--- src/rtl/us_acq_pkg.sv ---
// Shared acquisition definitions for the echo receive path (ADC front end and correlator bench).
package us_acq_pkg;

  localparam int unsigned ADC_W           = 12;
  localparam int unsigned DEF_SAMPLE_DIV  = 50;
  localparam int unsigned DEF_NUM_SAMPLES = 20000;
  localparam int unsigned DEF_ADC_LATENCY = 2;
  localparam int unsigned DEF_SAMPLE_W    = 15;

  typedef enum logic [1:0] {
    IDLE    = 2'd0,
    FLUSH   = 2'd1,
    CAPTURE = 2'd2,
    DONE    = 2'd3
  } acq_state_t;

endpackage

--- src/rtl/adc_rate_gen.sv ---
// Sample-rate divider: produces the ADC conversion clock and a one-cycle sample strobe.
module adc_rate_gen
  import us_acq_pkg::*;
#(
  parameter int unsigned SAMPLE_DIV = DEF_SAMPLE_DIV
) (
  input  logic clk_50M,
  input  logic rst_n,
  input  logic en,
  input  logic clr,
  output logic adc_clk,
  output logic stb
);

  localparam int unsigned CNT_W = $clog2(SAMPLE_DIV);
  localparam logic [CNT_W-1:0] CNT_LAST = CNT_W'(SAMPLE_DIV - 1);
  localparam logic [CNT_W-1:0] CNT_HALF = CNT_W'(SAMPLE_DIV / 2);

  logic [CNT_W-1:0] div_cnt;

  always_ff @(posedge clk_50M or negedge rst_n) begin
    if (!rst_n) begin
      div_cnt <= '0;
    end else if (clr) begin
      div_cnt <= '0;
    end else if (en) begin
      div_cnt <= (div_cnt == CNT_LAST) ? '0 : div_cnt + CNT_W'(1);
    end
  end

  // High for the first half of each sample period, low outside a capture.
  assign adc_clk = en && (div_cnt < CNT_HALF);
  assign stb     = en && (div_cnt == CNT_LAST);

endmodule

--- src/rtl/adc_fifo_writer.sv ---
// ADC acquisition front end: paces the ADC, drops pipeline-flush samples and writes
// one FIFO slot (or one counted overflow) per sample period for a fixed-length burst.
module adc_fifo_writer
  import us_acq_pkg::*;
#(
  parameter int unsigned SAMPLE_DIV  = DEF_SAMPLE_DIV,
  parameter int unsigned NUM_SAMPLES = DEF_NUM_SAMPLES,
  parameter int unsigned ADC_LATENCY = DEF_ADC_LATENCY,
  parameter int unsigned SAMPLE_W    = DEF_SAMPLE_W
) (
  input  logic                clk_50M,
  input  logic                rst_n,
  input  logic                sys_start_pulse,
  input  logic [ADC_W-1:0]    adc_data,
  output logic                adc_clk,
  output logic [ADC_W-1:0]    fifo_data,
  output logic                fifo_wrreq,
  input  logic                fifo_wrfull,
  output logic                capture_busy,
  output logic                capture_done,
  output logic                overflow_flag,
  output logic [SAMPLE_W-1:0] sample_count
);

  localparam logic [SAMPLE_W-1:0] LAST_IDX   = SAMPLE_W'(NUM_SAMPLES - 1);
  localparam logic [2:0]          FLUSH_LAST = 3'((ADC_LATENCY == 0) ? 0 : ADC_LATENCY - 1);

  acq_state_t state, state_nx;
  logic [2:0] flush_cnt;
  logic       stb;
  logic       cap_stb;
  logic       start_ok;

  assign capture_busy = (state == FLUSH) || (state == CAPTURE);
  assign capture_done = (state == DONE);
  assign start_ok     = (state == IDLE) && sys_start_pulse;
  assign cap_stb      = (state == CAPTURE) && stb;

  // Divider runs through FLUSH into CAPTURE without a restart, so sample spacing stays uniform.
  adc_rate_gen #(
    .SAMPLE_DIV(SAMPLE_DIV)
  ) u_rate_gen (
    .clk_50M (clk_50M),
    .rst_n   (rst_n),
    .en      (capture_busy),
    .clr     (!capture_busy),
    .adc_clk (adc_clk),
    .stb     (stb)
  );

  always_ff @(posedge clk_50M or negedge rst_n) begin
    if (!rst_n) begin
      state <= IDLE;
    end else begin
      state <= state_nx;
    end
  end

  always_comb begin
    state_nx = state;
    unique case (state)
      IDLE: begin
        if (sys_start_pulse) state_nx = FLUSH;
      end
      FLUSH: begin
        if ((ADC_LATENCY == 0) || (stb && (flush_cnt == FLUSH_LAST))) state_nx = CAPTURE;
      end
      CAPTURE: begin
        if (stb && (sample_count == LAST_IDX)) state_nx = DONE;
      end
      DONE: begin
        state_nx = IDLE;
      end
      default: begin
        state_nx = IDLE;
      end
    endcase
  end

  always_ff @(posedge clk_50M or negedge rst_n) begin
    if (!rst_n) begin
      flush_cnt     <= '0;
      sample_count  <= '0;
      overflow_flag <= 1'b0;
      fifo_data     <= '0;
      fifo_wrreq    <= 1'b0;
    end else begin
      // Full is judged only at the strobe; a dropped sample still consumes its index.
      fifo_wrreq <= cap_stb && !fifo_wrfull;

      if (state != FLUSH) begin
        flush_cnt <= '0;
      end else if (stb) begin
        flush_cnt <= flush_cnt + 3'd1;
      end

      if (start_ok) begin
        sample_count  <= '0;
        overflow_flag <= 1'b0;
      end

      if (cap_stb) begin
        fifo_data    <= adc_data;
        sample_count <= sample_count + SAMPLE_W'(1);
        if (fifo_wrfull) overflow_flag <= 1'b1;
      end
    end
  end

endmodule

--- config.mk ---
export PLATFORM = sky130hd
export DESIGN_NAME = adc_fifo_writer
export DESIGN_NICKNAME = d
export VERILOG_FILES = /design/src/rtl/us_acq_pkg.sv /design/src/rtl/adc_rate_gen.sv /design/src/rtl/adc_fifo_writer.sv
export SDC_FILE = /design/constraint.sdc
export NUM_CORES = 1
export LEC_CHECK = 0
export CORE_MARGIN = 2
export CORE_UTILIZATION = 53
export CTS_CLUSTER_SIZE = 28
export DETAILED_ROUTE_END_ITERATION = 12
export PLACE_DENSITY = 0.94
export SLEW_MARGIN = 20
export SYNTH_ARGS = -nofsm -noshare
export SYNTH_HDL_FRONTEND = slang
export SYNTH_SLANG_ARGS = --single-unit
--- constraint.sdc ---
create_clock -name clk_50M -period 4.5 [get_ports clk_50M]
set_input_delay 0.45 -clock clk_50M [delete_from_list [all_inputs] [get_ports clk_50M]]
set_output_delay 0.45 -clock clk_50M [all_outputs]
set_load 0.02 [all_outputs]
==> results by group <==
Floorplanning
  • Die H: 66.5 um
  • Initial Util: between 50% and 60%
  • Chip width: 66.5 um
  • # IOs: 48
  • Die area: about 0.0044 mm2
  • Core region area: 0.00372 mm2
  • Num rows: 22

Clock tree
  • TritonCTS clock tree: built
  • Clock buffer depth: 2
  • Htree depth: 2
  • Clk sinks: 40
  • TritonCTS buffer count: 5
  • Post-CTS setup buffer count: 0
  • Hold Buf Count CTS: 0
  • CTS Root Cell: clkbuf_8
  • Clock input transition at the sequential cells of the worst setup and hold paths: 80 ps
  • Cts repair resizes: 0
  • Clock Latency Late Sink: 300 ps

Pwr
  • Pint: ~0.74 mW
  • Pwr dens: roughly 410 mW/mm2
  • Sw Share: 33.4%
  • Pleak: 1.21 nW
  • Sw Pwr: 0.368 mW
  • Clock share of power: around 29%
  • Combinational power share: 32.7%
  • Flop pwr share: around two fifths
  • Peak VDD IR: 0.274 mV

Setup path
  • CP Max Fanout: 26
  • Startpoint types: register
  • WP data required: 4710 ps
  • Kind of critical path: reg -> reg
  • Nature of the critical path endpoint: register
  • Worst Path Arrival: 2820 ps
  • CP max-delay cell: nand3_1
  • CP max stage delay: approximately 630 ps
  • Worst path cell trace: inv_1 -> ha_1 -> and4b_2 -> nand3_1 -> a31o_2 -> a31oi_1

Finish
  • Antenna diode count: 0
  • Ratio of cells with drive above 1 in the final layout: 7.72%
  • Nets: between 200 and 300
  • Final non-filler cell total: 307
  • Area growth syn-to-layout: 30.3%

Placement
  • RD Place Congestion: 0.856
  • Place WS: 1920 ps
  • I/O Buffers: 47
  • Placed Cells: 299
  • DP HPWL: between 3000 and 4000 um

STA
  • Min Tclk post-route: 2610 ps
  • PnR worst setup slack: 1890 ps
  • Setup TNS: 0 ps
  • Final Hold Fails: 0
  • Final Skew: 9.48 ps
  • Final Setup Violations: 0
  • Slew HR: between 30% and 40%
  • RSZ-0062 raised after global routing: no
  • Final hold slack: 270 ps
  • Slew @ Worst Pin: 998 ps
  • FMAX: around 0.38 GHz
  • Slew Viols, Final: 0
  • Final period utilization: 58.0%

Synth
  • Cell Area, Synth: between 0.002 and 0.0025 mm2
  • Largest area contributor in the netlist: dfrtp_1
  • Part of the Yosys area used for sequential elements: roughly half
  • Synth area leaders: dfrtp_1 (48%), nand2_1 (9.3%), ha_1 (6.0%), nor3b_1 (2.5%), mux2i_1 (1.9%)
  • Post-synthesis cell type count: 43
  • Count leader, synth: nand2_1
  • Synth warn: 0
  • Post-synth top area share: 48.4%
  • Mean post-synth cell area: 9.85 um2
  • Post-synth EDFFs: 0
  • Synth top cells by count: nand2_1 (51), dfrtp_1 (40), ha_1 (10)
  • Top FF cell, synth: dfrtp_1
  • Synth async-reset ratio: 100%
  • Mapped Nets: 236
  • Gate Count Post-Synth: 210
  • Synthesis-stage register bit count: 40

Global route
  • Global Route Usage Sum: 23.7%
  • Grt total ovfl: 0
  • First-pass GRT wire length: 7800 um
  • Initial antenna violation count: 0
  • Largest net degree at the start of global routing: a little over 40
  • Vias in the first global route: ~1,700

Route
  • Drt via density: 5.54
  • Routed wire length: around 4500 um
  • Detailed-router iteration count before antenna repair: 4
  • Drt first-iter violations: 102
  • Post-DRT Antenna Nets: 0
  • Wire length per cell: 14.8 um
  • Drt drc: 0
  • Via count: ~1,700

Flow run
  • Max-cap violations: 0

Hold path
  • Hold Crit Class: in -> async

Outcome
  • Status: complete, no violations
## cells by family (layout without fill, tap and decap cells)
kind of cell             after synthesis  after routing  synth area share [%]
AND/OR/NAND/NOR                      101            101                  26.0
flip-flops                            40             40                  48.4
AO/OA/AOI/OAI                         34             34                  11.7
buffers and inverters                 14             63                  2.96
adder cells (fa/ha/maj)               10             10                  6.05
XOR/XNOR                               7              7                  2.96
multiplexers                           4              4                  1.94
## sequential cells by signal, summed over array words and instances (netlist names)
register	cells
sample_count	15
fifo_data	12
overflow_flag	1
fifo_wrreq	1
u_rate_gen.div_cnt	6
state	2
flush_cnt	3
## layout make-up
class,instances,area [um2]
multi-input cells,156,1010
clock buffers,7,96.3
flip-flops and latches,40,1000
clock inverters,1,30.0
inverters,8,30.0
fillers,265,1020
well taps,48,60.1
repair buffers,47,465
## metal layers
metal | wire length (um) | up-vias | part of all wire, % | GRT usage, %
met1 | 2030 | 807 | 45 | 31.0
met2 | 2220 | 62 | 49 | 37.3
met5 | 0 | - | 0 | 0
li1 | - | 829 | - | -
met3 | 256 | 2 | 5.6 | 6.93
met4 | 34 | 0 | 0.75 | 9.18
## worst max-delay path: cells and delay by family, from the launching register on
family,cells,cell delay (ps)
buf+inv,1,100
compound gates,2,650
simple gates,2,920
fa+ha+maj,1,440
flops,1,410
## power groups by stage
stage / combinational [mW] / clock [mW] / sequential (mW)
2_1_floorplan: 0.225 / 0 / 0.427
5_1_grt: 0.397 / 0.345 / 0.427
6_report: 0.360 / 0.321 / 0.422
3_3_place_gp: 0.343 / 0 / 0.425
3_5_place_dp: 0.354 / 0 / 0.428
4_1_cts: 0.357 / 0.325 / 0.422
## metrics by stage
stage | area (um2) | total power, mW | utilization [%]
2_1_floorplan | 2070 | 0.651 | -
3_3_place_gp | 2560 | 0.767 | 69.0
3_5_place_dp | 2560 | 0.782 | 69.0
4_1_cts | 2690 | 1.10 | 72.4
5_1_grt | 2700 | 1.17 | 72.5
6_report | 2700 | 1.10 | 72.5
## cell usage in the layout, fill, tap and decap left out, types with 2 or more instances in the layout
master / count
clkbuf_8: 7
nor2_1: 9
clkdlybuf4s50_1: 46
nor3b_1: 7
mux2i_1: 4
dfrtp_1: 40
a41oi_1: 2
o21ai_0: 7
nor4_1: 2
inv_1: 8
ha_1: 10
xor2_1: 3
a21o_1: 4
xnor2_1: 4
o31ai_1: 5
or3_1: 2
nor3_4: 2
a31oi_1: 2
or2_2: 2
a21oi_1: 2
and2_1: 5
and3_1: 4
nand3_1: 6
a31o_2: 2
nand2_1: 51
o211ai_1: 4
nand4_1: 2
## worst paths after layout
path | end | cells after the start | slack, ps | startpoint
worst max-delay path | sample_count[10] | 6 | 1890 | state[0]
min in group clk_50M | fifo_data[11] | 2 | 480 | fifo_data[11]
max in group asynchronous | sample_count[8] | 1 | 3670 | rst_n
worst min-delay path | u_rate_gen.div_cnt[1] | 1 | 270 | rst_n
worst max register to register | sample_count[10] | 6 | 1890 | state[0]
worst min register to register | fifo_data[11] | 2 | 480 | fifo_data[11]
Note: power is estimated with default switching activity, not from simulation.
